--- config.mk ---
export PLATFORM = sky130hd
export DESIGN_NAME = twiddle_addr_gen_flat
export DESIGN_NICKNAME = d
export VERILOG_FILES = /design/src/rtl/twiddle_addr_gen_if.sv /design/src/rtl/twiddle_addr_gen.sv /design/src/flat_wrapper.sv
export SDC_FILE = /design/constraint.sdc
export NUM_CORES = 1
export LEC_CHECK = 0
export CORE_ASPECT_RATIO = 0.5
export CORE_MARGIN = 3
export CORE_UTILIZATION = 50
export CTS_BUF_LIST = sky130_fd_sc_hd__clkbuf_4
export DETAILED_ROUTE_END_ITERATION = 6
export PLACE_DENSITY = 0.81
export SETUP_SLACK_MARGIN = 0.05
export SYNTH_ARGS = -nofsm -noshare
export SYNTH_HDL_FRONTEND = slang
export SYNTH_SLANG_ARGS = --single-unit
--- constraint.sdc ---
create_clock -name clk_i -period 9.8 [get_ports clk_i]
set_clock_uncertainty 0.1 [all_clocks]
set_input_delay 1.47 -clock clk_i [delete_from_list [all_inputs] [get_ports clk_i]]
set_output_delay 1.47 -clock clk_i [all_outputs]
set_load 0.01 [all_outputs]
--- src/rtl/twiddle_addr_gen_if.sv ---
// Address stream from the twiddle sequencer to the butterfly scheduler.
// Carries the ROM address plus its stage/butterfly tags under valid/ready.
interface twiddle_addr_gen_if #(
  parameter int ADDR_WIDTH = 16
);
  logic [ADDR_WIDTH-1:0] addr;
  logic                  addr_valid;
  logic                  addr_ready;
  logic [3:0]            stage;
  logic [14:0]           bfly;
  logic                  last;

  modport master (
    output addr,
    output addr_valid,
    output stage,
    output bfly,
    output last,
    input  addr_ready
  );

  modport slave (
    input  addr,
    input  addr_valid,
    input  stage,
    input  bfly,
    input  last,
    output addr_ready
  );
endinterface

--- src/rtl/twiddle_addr_gen.sv ---
// Twiddle ROM address sequencer for a radix-2 DIT FFT of 2^L points.
// Emits one {base, quadrant} address per butterfly, stage by stage.
module twiddle_addr_gen #(
  parameter int MAX_FFT_LENGTH_LOG2 = 12,
  parameter int ADDR_WIDTH          = 16
) (
  input  logic               clk_i,
  input  logic               reset_n_i,
  input  logic               start_i,
  input  logic [3:0]         fft_len_log2_i,
  input  logic               abort_i,
  twiddle_addr_gen_if.master tw,
  output logic               busy_o,
  output logic               done_o,
  output logic               err_o
);

  localparam int MAXL = MAX_FFT_LENGTH_LOG2;

  typedef enum logic [1:0] {
    IDLE,
    RUN,
    DONE
  } state_t;

  state_t                state_q, state_d;
  logic [3:0]            len_q, len_d;
  logic [3:0]            s_q, s_d;
  logic [14:0]           b_q, b_d;
  logic [ADDR_WIDTH-1:0] addr_q, addr_d;
  logic                  valid_q, valid_d;
  logic                  last_q, last_d;
  logic                  busy_q, busy_d;
  logic                  done_q, done_d;
  logic                  err_q, err_d;

  logic                  hs;
  logic                  len_ok;
  logic [14:0]           half_m1;
  logic [3:0]            s_inc;
  logic [14:0]           b_inc;

  // g = (b mod 2^s) << (MAX-1-s) folds the k and grid shifts into one.
  function automatic logic [ADDR_WIDTH-1:0] calc_addr(
    input logic [3:0]  s,
    input logic [14:0] b
  );
    logic [31:0]           m;
    logic [MAXL-1:0]       g;
    logic [ADDR_WIDTH-1:0] a;
    m = {17'd0, b} & ((32'd1 << s) - 32'd1);
    g = MAXL'(m << (32'(MAXL - 1) - 32'(s)));
    a = '0;
    a[MAXL-1:0] = {g[MAXL-3:0], g[MAXL-1:MAXL-2]};
    return a;
  endfunction

  always_comb begin
    hs      = valid_q & tw.addr_ready;
    len_ok  = (fft_len_log2_i != 4'd0) &&
              (32'(fft_len_log2_i) <= 32'(MAXL));
    half_m1 = (15'd1 << (len_q - 4'd1)) - 15'd1;
    if (b_q == half_m1) begin
      b_inc = 15'd0;
      s_inc = s_q + 4'd1;
    end else begin
      b_inc = b_q + 15'd1;
      s_inc = s_q;
    end
  end

  always_comb begin
    state_d = state_q;
    len_d   = len_q;
    s_d     = s_q;
    b_d     = b_q;
    addr_d  = addr_q;
    valid_d = valid_q;
    last_d  = last_q;
    err_d   = 1'b0;

    unique case (state_q)
      IDLE: begin
        if (start_i && !abort_i) begin
          if (len_ok) begin
            state_d = RUN;
            len_d   = fft_len_log2_i;
            s_d     = 4'd0;
            b_d     = 15'd0;
            addr_d  = '0;
            valid_d = 1'b1;
            last_d  = (fft_len_log2_i == 4'd1);
          end else begin
            err_d = 1'b1;
          end
        end
      end
      RUN: begin
        if (abort_i || (hs && last_q)) begin
          state_d = abort_i ? IDLE : DONE;
          s_d     = 4'd0;
          b_d     = 15'd0;
          addr_d  = '0;
          valid_d = 1'b0;
          last_d  = 1'b0;
        end else if (hs) begin
          s_d    = s_inc;
          b_d    = b_inc;
          addr_d = calc_addr(s_inc, b_inc);
          last_d = (s_inc == len_q - 4'd1) &&
                   (b_inc == half_m1);
        end
      end
      DONE: begin
        state_d = IDLE;
      end
      default: begin
        state_d = IDLE;
        valid_d = 1'b0;
        last_d  = 1'b0;
      end
    endcase

    // An abort on the final handshake lands in IDLE, so done stays low.
    busy_d = (state_d == RUN);
    done_d = (state_d == DONE);
  end

  always_ff @(posedge clk_i) begin
    if (!reset_n_i) begin
      state_q <= IDLE;
      len_q   <= 4'd0;
      s_q     <= 4'd0;
      b_q     <= 15'd0;
      addr_q  <= '0;
      valid_q <= 1'b0;
      last_q  <= 1'b0;
      busy_q  <= 1'b0;
      done_q  <= 1'b0;
      err_q   <= 1'b0;
    end else begin
      state_q <= state_d;
      len_q   <= len_d;
      s_q     <= s_d;
      b_q     <= b_d;
      addr_q  <= addr_d;
      valid_q <= valid_d;
      last_q  <= last_d;
      busy_q  <= busy_d;
      done_q  <= done_d;
      err_q   <= err_d;
    end
  end

  assign tw.addr       = addr_q;
  assign tw.addr_valid = valid_q;
  assign tw.stage      = s_q;
  assign tw.bfly       = b_q;
  assign tw.last       = last_q;
  assign busy_o        = busy_q;
  assign done_o        = done_q;
  assign err_o         = err_q;

endmodule

--- src/flat_wrapper.sv ---
// flat-port wrapper written by rule: the top's interface ports become plain ports
module twiddle_addr_gen_flat 
#(
  parameter int MAX_FFT_LENGTH_LOG2 = 12,
  parameter int ADDR_WIDTH          = 16
)
  (clk_i, reset_n_i, start_i, fft_len_log2_i, abort_i, busy_o, done_o, err_o, tw_addr, tw_addr_valid, tw_stage, tw_bfly, tw_last, tw_addr_ready);
  twiddle_addr_gen_if #(.ADDR_WIDTH(ADDR_WIDTH)) tw_i ();
  input  logic clk_i;
  input  logic reset_n_i;
  input  logic start_i;
  input  logic [3:0] fft_len_log2_i;
  input  logic abort_i;
  output logic busy_o;
  output logic done_o;
  output logic err_o;
  output wire logic [$bits(tw_i.addr)-1:0] tw_addr;
  output wire logic [$bits(tw_i.addr_valid)-1:0] tw_addr_valid;
  output wire logic [$bits(tw_i.stage)-1:0] tw_stage;
  output wire logic [$bits(tw_i.bfly)-1:0] tw_bfly;
  output wire logic [$bits(tw_i.last)-1:0] tw_last;
  input wire logic [$bits(tw_i.addr_ready)-1:0] tw_addr_ready;
  assign tw_addr = tw_i.addr;
  assign tw_addr_valid = tw_i.addr_valid;
  assign tw_stage = tw_i.stage;
  assign tw_bfly = tw_i.bfly;
  assign tw_last = tw_i.last;
  assign tw_i.addr_ready = tw_addr_ready;
  twiddle_addr_gen #(.MAX_FFT_LENGTH_LOG2(MAX_FFT_LENGTH_LOG2), .ADDR_WIDTH(ADDR_WIDTH)) u_core (.clk_i(clk_i), .reset_n_i(reset_n_i), .start_i(start_i), .fft_len_log2_i(fft_len_log2_i), .abort_i(abort_i), .tw(tw_i), .busy_o(busy_o), .done_o(done_o), .err_o(err_o));
endmodule
; Yosys cells after proc, flatten, opt, wreduce, memory -nomap -nowiden
; Index checks and enable logic that the tools add are counted.
; W data, S select, Z words.
[totals]
regBits = 46
in_bits = 9
out_inout_bits = 40
word_cells = 81
[op_classes]
addsub = 6
n_lt_le_gt_ge = 1
eq_ne = 12
n_shift = 3
mux = 32
bitwise = 3
reduce_logical = 14
[ops]
columns = cell, count
row1 = $mux W15, 5
row2 = $mux W16, 4
row3 = $and A15 B32 Y32, 1
row4 = $pmux W16 S2, 1
row5 = $shl A1 B4 Y32 const A, 1
row6 = $shl A32 B32 Y12, 1
row7 = $sub A32 B1 Y32 const B, 1
row8 = $eq A15 B15 Y1, 2
row9 = $pmux W15 S2, 1
row10 = $mux W4, 5
row11 = $add A15 B1 Y15 const B, 1
row12 = $shl A1 B4 Y15 const A, 1
row13 = $sub A15 B1 Y15 const B, 1
row14 = $reduce_and A4 Y1, 3
row15 = $mux W1, 8
row16 = $mux W2, 4
row17 = $pmux W4 S2, 1
row18 = $ne A2 B1 Y1 const B, 3
row19 = $pmux W1 S3, 2
row20 = $reduce_and A3 Y1, 2
row21 = $sub A4 B4 Y5 const A, 1
row22 = $add A4 B1 Y4 const B, 1
row23 = $eq A2 B1 Y1 const B, 2
row24 = $eq A2 B2 Y1 const B, 2
row25 = 14 further kinds, 17

; Logic depth before layout (Yosys ltp)
; Gate-level depths: netlist of run 1.
[logic_depth]
word_depth = 12
depth_mapped = 32
depth_no_buf = 27

; Least setup slack after synthesis of run 1
; Ideal clock, no wire load.
[synth_path]
kind = register -> register
startpoint = register u_core.len_q[0]
endpoint = register u_core.addr_q[10], in the netlist u_core.tw.addr[10]
setup_ns = 0.117
arrival_ns = 6.085
t_required_ns = 9.583
slack_ns = 3.498
path_stages_with_launch = 32
n_path_buf = 5
synth_period_minus_slack_ns = 6.302
path_cell_list = dfxtp_1 -> buf_2 -> inv_1 -> ha_1 -> clkbuf_1 -> nor2_1 -> a32o_1 -> nand2_1 -> ha_1 -> clkbuf_1 -> inv_1 -> o31ai_1 -> o22a_1 -> buf_4 -> and2_1 -> a21oi_1 -> o2111a_1 -> and2_2 -> buf_6 -> a21o_2 -> nor3_1 -> nand2_1 -> ha_1 -> xor2_1 -> nand2_1 -> o21ai_0 -> nor4_1 -> a211oi_1 -> a311oi_1 -> nor3_1 -> o311a_1 -> a22o_1
[synth_via]
elab_chain_cells = 12
elab_cells_between_ends = 14
classes_between = add/sub (4) / eq/ne (1) / shift (3) / mux (5) / bitwise (1)
[synth_lines]
columns = element, line_no
row1 = start: declaration, twiddle_addr_gen.sv:27  ; logic [3:0] len_q, len_d;
row2 = start signal: assignment, twiddle_addr_gen.sv:143  ; len_q <= len_d;
row3 = $sub A4 B1 Y4 *, twiddle_addr_gen.sv:62  ; half_m1 = (15'd1 << (len_q - 4'd1)) - 15'd1;
row4 = $shl A1 B4 Y15 *, twiddle_addr_gen.sv:62
row5 = $sub A15 B1 Y15 *, twiddle_addr_gen.sv:62
row6 = $eq A15 B15 Y1 *, twiddle_addr_gen.sv:63  ; if (b_q == half_m1) begin
row7 = $mux W4, twiddle_addr_gen.sv:63
row8 = $shl A1 B4 Y32, twiddle_addr_gen.sv:51  ; m = {17'd0, b} & ((32'd1 << s) - 32'd1);
row9 = $sub A32 B1 Y32, twiddle_addr_gen.sv:51
row10 = $and A15 B32 Y32, twiddle_addr_gen.sv:51
row11 = $shl A32 B32 Y12 *, twiddle_addr_gen.sv:52  ; g = MAXL'(m << (32'(MAXL - 1) - 32'(s)));
row12 = $mux W16 *, twiddle_addr_gen.sv:106  ; end else if (hs) begin
row13 = $mux W16 *, twiddle_addr_gen.sv:99  ; if (abort_i || (hs && last_q)) begin
row14 = $pmux W16 S2 *, twiddle_addr_gen.sv:82  ; unique case (state_q)
row15 = end signal: assignment, twiddle_addr_gen.sv:146  ; addr_q <= addr_d;
row16 = end: declaration, twiddle_addr_gen.sv:30  ; logic [ADDR_WIDTH-1:0] addr_q, addr_d;
; Every way passes the cells marked *; elsewhere a longest branch is shown, timed or not. The select of a mux whose other input is x is not followed.
; A chain may end at the register's enable or synchronous reset.

; Worst setup path after layout of run 1
[layout_path]
startpoint = register u_core.len_q[0]
endpoint = register u_core.addr_q[1], in the netlist u_core.tw.addr[1]
; Same word-level chain as after synthesis.

==> impl_metrics.csv, run 1 <==
group,metric,value,unit
status,status,"finished clean",
synth,yosys_warnings,0,
synth,synth_top_cell_by_area,"dfxtp_1",
worst_setup_path,start_kind,"register",
worst_setup_path,cp_data_required_time,10.06,ns
detailed_routing,dr.pass1.iters,7,
cells_and_area,n_antenna_cell,0,
sta,worst_pin_slew,0.866,ns
worst_setup_path,slowest_stage,"nor2_1",
worst_setup_path,reg2reg_slack,1.95,ns
cells_and_area,num-nets-final,719,
global_routing,grt_remaining_overflow,0,
die,dieArea,0.0111,sq mm
synth,netlist_area,0.00491,sq mm
pwr,ir_worst_vdd,46.7,uV
synth,synthCells,698,
worst_setup_path,critPathMaxFanout,15,
synth,synth_edf_count,0,
detailed_routing,ant_nets,0,
pwr,internal_power,240,uW
synth,synth-main-ff-cell,"dfxtp_1",
pwr,power,382,uW
worst_hold_path,hp-start,"u_core.tw.addr[5]$_SDFFE_PN0P_",
die,ioPinCount,49,
worst_setup_path,reg2reg_to,"u_core.tw.addr[1]$_SDFFE_PN0P_",
detailed_routing,drtIter0Drc,848,
cells_and_area,syn2layout_area_growth,8.91,%
pwr,combinationalPowerShare,28.6,%
detailed_routing,routed_wl,16100,um
place,port_buffers,44,
clock_tree,clkLatencyLatePin,0.40,ns
clock_tree,cts_max_path_buffers,2,
pwr,p_clk_share,25.1,%
clock_tree,cts_root_buffer,"clkbuf_4",
die,die_height,76.1,um
global_routing,grt_max_degree,38,
cells_and_area,final_layout_size_suffix_gt1_share,7.12,%
die,design.core.area,0.00913,sq mm
cells_and_area,fill_cells,879,
sta,rsz0062_at_grt,"no",
synth,ys_seq_area_share,17.1,%
worst_hold_path,hold_end,"u_core.tw.addr[5]$_SDFFE_PN0P_",
global_routing,grt_pass1_wl,25800,um
clock_tree,numClockSinks,42,
die,rows,24,
detailed_routing,drc,0,
pwr,p_sw,142,uW
clock_tree,holdBufCountCts,0,
place,dp_hpwl,11700,um
clock_tree,htree_num_levels,2,
global_routing,grt_pass1_vias,4947,
clock_tree,cts_tree,"done",
worst_hold_path,whs_path_depth,2,
clock_tree,postCtsSetupBuffers,0,
pwr,p_sw_share,37.2,%
sta,post-route-min-period,7.85,ns
synth,synthTopCellsByArea,"dfxtp_1 17%, nor2_1 5.5%, nand2_1 5.4%, xnor2_1 5.2%, o21ai_0 4.3%",
worst_setup_path,crit_arrival,8.12,ns
global_routing,antenna_found_initial,0,
pwr,seqPwrFrac,46.3,%
sta,max_freq,127,MHz
synth,synth_area_per_cell,7.04,sq um
sta,final_hold_viol_count,0,
sta,finalSetupViolCount,0,
sta,finalCritPeriodShare,80.1,%
worst_setup_path,slowest_delay,0.68,ns
sta,maxSlewHeadroom,42.0,%
worst_setup_path,criticalPathCategory,"reg2reg",
die,start_util,53.8,%
pwr,power.density,71.4,mW/mm^2
synth,synthArstFlopShare,0,%
worst_hold_path,worstHoldPathType,"reg2reg",
flow_run,maxCapViolCount,0,
pwr,leakage,1.87,nW
place,place_congestion,0.946,
synth,synth_cell_types,85,
clock_tree,cts_repair_resize_count,0,
worst_setup_path,crit_buf_inv,2,
detailed_routing,wl_per_cell,19.4,um
clock_tree,path_clk_slew,0.16,ns
synth,synth_top_area_share,17.1,%
sta,drv_slew,0,
sta,setup_tns,0,ns
worst_setup_path,timing.rr.start,"u_core.len_q[0]$_SDFFE_PN0P_",
die,die_w,146,um
worst_setup_path,r2r_cells,27,
clock_tree,cts_buffers,5,
worst_setup_path,crit_family,"compound AO/OA/AOI/OAI gates",
synth,ys_seq_elements,42,
detailed_routing,vias,5525,
detailed_routing,vias_per_cell,6.64,
worst_setup_path,crit_path_end_kind,"register",
global_routing,grt_util_all_layers,27.6,%
per-layer routing:
| layer | up-vias | routed length (um) | GRT usage [%] |
|---|---|---|---|
| li1 | 2542 | - | - |
| met1 | 2563 | 7060 | 38.8 |
| met2 | 369 | 6890 | 41.6 |
| met3 | 51 | 1720 | 5.82 |
| met4 | 0 | 435 | 9.94 |
| met5 | - | 0 | 0 |
synth_stat cells, drive strengths merged (3+ instances only):
library cell	n
a21boi	7
a31o	5
xor2	18
o22ai	5
a32oi	7
o21a	4
a311oi	4
and3	13
o31a	4
or2	8
nor3b	3
a221o	3
nand3	26
nand2	71
a22oi	10
o31ai	7
o21ai	51
buf	20
a31oi	14
xnor2	32
a21oi	39
a32o	3
o211ai	11
o311ai	3
inv	18
nor2	74
a2111oi	4
ha	9
nand2b	8
dfxtp	42
nor4	11
nand4	5
nor4b	4
nor3	22
a211o	4
o21bai	3
clkbuf	36
a21o	6
a211oi	5
or3	3
nor2b	24
mux2i	9
and2	17
registers in the layout, indices dropped and copies added (netlist names):
signal / flops
u_core.state_q: 2
u_core.tw.last: 1
u_core.busy_o: 1
u_core.len_q: 4
u_core.tw.bfly: 15
u_core.tw.addr: 12
u_core.done_o: 1
u_core.err_o: 1
u_core.tw.stage: 4
u_core.tw.addr_valid: 1
worst max path at each step:
| stage | from | end | slack, ns | cells past startpoint |
|---|---|---|---|---|
| floorplan | u_core.len_q[0]$_SDFFE_PN0P_ | u_core.tw.addr[10]$_SDFFE_PN0P_ | 3.50 | 31 |
| detailed placement | u_core.len_q[0]$_SDFFE_PN0P_ | u_core.tw.addr[10]$_SDFFE_PN0P_ | 2.18 | 26 |
| CTS | u_core.len_q[0]$_SDFFE_PN0P_ | u_core.tw.addr[10]$_SDFFE_PN0P_ | 2.16 | 26 |
| global route | u_core.len_q[0]$_SDFFE_PN0P_ | u_core.tw.addr[10]$_SDFFE_PN0P_ | 1.17 | 26 |
| finish | u_core.len_q[0]$_SDFFE_PN0P_ | u_core.tw.addr[1]$_SDFFE_PN0P_ | 1.95 | 27 |
| global placement | u_core.len_q[0]$_SDFFE_PN0P_ | u_core.tw.addr[10]$_SDFFE_PN0P_ | 2.48 | 26 |
worst register-to-register path, delay by kind of cell, from the launching register on:
family,cells,cell delay [ns]
AO/OA/AOI/OAI,12,3.07
AND/OR/NAND/NOR,9,2.11
flip-flops,1,0.64
XOR/XNOR,1,0.23
adder cells (fa/ha/maj),3,1.25
buffers and inverters,2,0.42
cell usage in the layout (no fill, tap or decap), drive strengths merged, types with 7 or more instances in the layout:
cell	netlist	final
and3	13	13
a22oi	10	10
o211ai	11	11
nand3	26	26
inv	18	18
a32oi	7	7
ha	9	9
o21ai	51	51
or2	8	8
a31oi	14	14
nand2	71	71
mux2i	9	9
dfxtp	42	42
nor2b	24	24
nor3	22	22
a21boi	7	7
clkdlybuf4s50	0	44
xnor2	32	32
nand2b	8	8
nor4	11	11
xor2	18	18
o31ai	7	7
and2	17	17
a21oi	39	39
nor2	74	74
cell type report:
type / instances / area, sq um / area share (%)
flip-flops and latches: 42 / 841 / 15.7
multi-input cells: 584 / 3750 / 70.0
repair buffers: 49 / 478 / 8.93
clock inverters: 3 / 16.3 / 0.304
clock buffers: 5 / 37.5 / 0.701
inverters: 19 / 71.3 / 1.33
well taps: 130 / 163 / 3.04
cell families after synthesis:
group,synth area share (%)
multiplexers,2.06
AND/OR/NAND/NOR,30.2
adder cells (fa/ha/maj),2.29
flip-flops,17.1
AO/OA/AOI/OAI,31.6
XOR/XNOR,9.75
other,0.0763
buffers and inverters,6.98
metrics by stage:
stage / setup slack, ns / cell area, sq um / std cells / hold slack (ns) / utilization, %
3_3_place_gp: 2.48 / 5300 / 824 / 0.352 / 58.0
6_report: 1.95 / 5350 / 832 / 0.372 / 58.6
2_1_floorplan: 3.50 / 4930 / 701 / 0.381 / -
5_1_grt: 1.17 / 5350 / 832 / 0.394 / 58.6
4_1_cts: 2.16 / 5350 / 832 / 0.370 / 58.6
3_5_place_dp: 2.18 / 5300 / 824 / 0.353 / 58.0
power groups by stage:
stage / sequential [mW] / clock, mW / combinational (mW)
global placement: 0.180 / 0 / 0.104
floorplan: 0.178 / 0 / 0.0852
finish: 0.177 / 0.0959 / 0.110
CTS: 0.177 / 0.0957 / 0.106
global route: 0.177 / 0.105 / 0.118
detailed placement: 0.180 / 0 / 0.105
Note: power is estimated with default switching activity, not from simulation.
==> run 2, diff against run 1 <==
- clock period: 9.8 -> 7.74 ns (I/O delays scaled with it)
==> run 2 against run 1 <==
  * Total power increased by 28%
  * Non-clock buffer count increased by 6
  * Setup slack got worse by 1.2 ns
  * Critical endpoint is now u_core.tw.addr[10]$_SDFFE_PN0P_
  * Maximum frequency rose by 12%
  * Utilization increased by 0.71 points
  * First-iteration DRC count down 5.9%
==> impl_metrics.csv, run 2 (same netlist as run 1, synthesis figures left out) <==
group,metric,value,unit
worst_setup_path,crit_family,"compound AO/OA/AOI/OAI gates",
sta,finalSetupViolCount,0,
clock_tree,cts_buffers,5,
global_routing,busiest_layer,"met2",
global_routing,antenna_found_initial,0,
die,dieArea,0.0111,sq mm
clock_tree,htree_num_levels,2,
sta,setup_tns,0,ns
die,design.core.area,0.00913,sq mm
worst_setup_path,criticalPathCategory,"reg2reg",
global_routing,grt_max_degree,38,
global_routing,grt_util_met3,5.70,%
sta,finalCritPeriodShare,90.6,%
worst_setup_path,worstSetupEndpoint,"u_core.tw.addr[10]$_SDFFE_PN0P_",
flow_run,maxCapViolCount,0,
clock_tree,holdBufCountCts,0,
worst_hold_path,hp-start,"u_core.tw.addr[5]$_SDFFE_PN0P_",
detailed_routing,vias,5458,
die,start_util,53.8,%
detailed_routing,wl_per_cell,19.2,um
global_routing,grt_pass1_wl,26000,um
cells_and_area,final_util,59.3,%
sta,worst_pin_slew,0.916,ns
clock_tree,path_clk_slew,0.14,ns
global_routing,grt_util_all_layers,28.0,%
worst_setup_path,crit_path_end_kind,"register",
worst_setup_path,slowest_delay,0.63,ns
worst_hold_path,worstHoldPathType,"reg2reg",
sta,final_hold_viol_count,0,
detailed_routing,vias_per_cell,6.51,
clock_tree,numClockSinks,42,
worst_setup_path,slowest_stage,"dfxtp_1",
worst_setup_path,start_kind,"register",
detailed_routing,ant_nets,0,
worst_setup_path,worstSetupPathDepth,26,
worst_setup_path,timing.rr.start,"u_core.len_q[0]$_SDFFE_PN0P_",
die,rows,24,
detailed_routing,drtIter0Drc,798,
cells_and_area,final_layout_size_suffix_gt1_share,8.76,%
cells_and_area,final_common_cell,"nor2_1",
sta,max_freq,143,MHz
place,dp_hpwl,11900,um
worst_setup_path,reg2reg_slack,0.73,ns
worst_setup_path,critPathMaxFanout,14,
detailed_routing,drc,0,
cells_and_area,largest_reg_flops,15,
worst_setup_path,crit_buf_inv,2,
worst_setup_path,reg2reg_to,"u_core.tw.addr[10]$_SDFFE_PN0P_",
worst_setup_path,worstSetupStartpoint,"u_core.len_q[0]$_SDFFE_PN0P_",
sta,post-route-min-period,7.01,ns
sta,drv_slew,0,
status,status,"finished clean",
cells_and_area,layout_common_cells,"72 x nor2_1, 71 x nand2_1, 44 x clkdlybuf4s50_1",
pwr,leakage,1.91,nW
global_routing,grt_use_met1,40.3,%
die,die_w,146,um
pwr,power.density,90.3,mW/mm^2
die,die_height,76.1,um
worst_setup_path,crit_arrival,7.22,ns
detailed_routing,dr.pass1.iters,6,
clock_tree,cts_max_path_buffers,2,
global_routing,grt_remaining_overflow,0,
cells_and_area,num-nets-final,725,
pwr,ir_worst_vdd,74.4,uV
cells_and_area,n_antenna_cell,0,
clock_tree,postCtsSetupBuffers,0,
cells_and_area,fill_cells,872,
cells_and_area,syn2layout_area_growth,10.2,%
clock_tree,cts_tree,"done",
worst_setup_path,cpMostUsedCell,"nand2_1",
place,port_buffers,44,
detailed_routing,routed_wl,16100,um
sta,rsz0062_at_grt,"no",
global_routing,grt_util_met2,42.3,%
place,place_congestion,0.993,
clock_tree,clkLatencyLatePin,0.39,ns
sta,maxSlewHeadroom,38.9,%
global_routing,grt_pass1_vias,4855,
clock_tree,cts_root_buffer,"clkbuf_4",
worst_setup_path,r2r_cells,26,
die,ioPinCount,49,
worst_setup_path,cp_data_required_time,7.95,ns
## run 2: cell types whose count changed in the layout (fill, tap and decap cells not counted), sizes merged
cell / change
clkbuf: +1
buf: +6
clkinvlp: -1
## run 2: cell type report
type                    count  area (sq um)  share of cell area [%]
multi-input cells         584          3760                    69.4
repair buffers             55           523                    9.65
clock inverters             2          13.8                   0.254
well taps                 130           163                    3.00
clock buffers               6          45.0                   0.831
inverters                  19          71.3                    1.32
flip-flops and latches     42           841                    15.5
## run 2: layer usage
layer / vias to the layer above / share of wire, % / wire, um
met3: 35 / 9.4 / 1510
met1: 2566 / 46 / 7330
met5: - / 0 / 0
li1: 2556 / - / -
met4: 0 / 1.7 / 267
met2: 301 / 43 / 6950
## run 2: how the worst min path moves through the flow
stage	to	slack, ns	cells past startpoint
global placement	u_core.tw.addr[5]$_SDFFE_PN0P_	0.36	2
CTS	u_core.tw.addr[5]$_SDFFE_PN0P_	0.38	2
finish	u_core.tw.addr[5]$_SDFFE_PN0P_	0.37	2
global route	u_core.tw.addr[5]$_SDFFE_PN0P_	0.41	2
floorplan	u_core.err_o$_SDFF_PN0_	0.38	1
detailed placement	u_core.tw.addr[5]$_SDFFE_PN0P_	0.36	2
## run 2: stage by stage
step	hold WS, ns	std cells	total power, mW	worst slack (ns)	area, sq um
floorplan	0.381	701	0.333	1.44	4930
global placement	0.356	830	0.364	0.743	5340
detailed placement	0.357	830	0.363	0.451	5340
CTS	0.375	838	0.485	0.443	5400
global route	0.414	838	0.514	0.0769	5420
finish	0.374	838	0.489	0.729	5420
## run 2: timing repair
| action | 4_1_cts | 5_1_grt |
|---|---|---|
| resized for setup | 0 | 5 |
| hold endpoints to repair | 0 | 0 |
| endpoints found under the setup margin | 0 | 8 |
## run 2: report_power, final
part           switching [mW]  internal, mW
Combinational          0.0874        0.0532
Sequential            0.00548         0.218
Clock                  0.0853        0.0393
Total                   0.178         0.311
## run 2: tightest hold or removal path, cell delays in order (launching register included)
cell and delay, ns:
dfxtp_1 0.34, nand3_1 0.06, o21ai_1 0.05
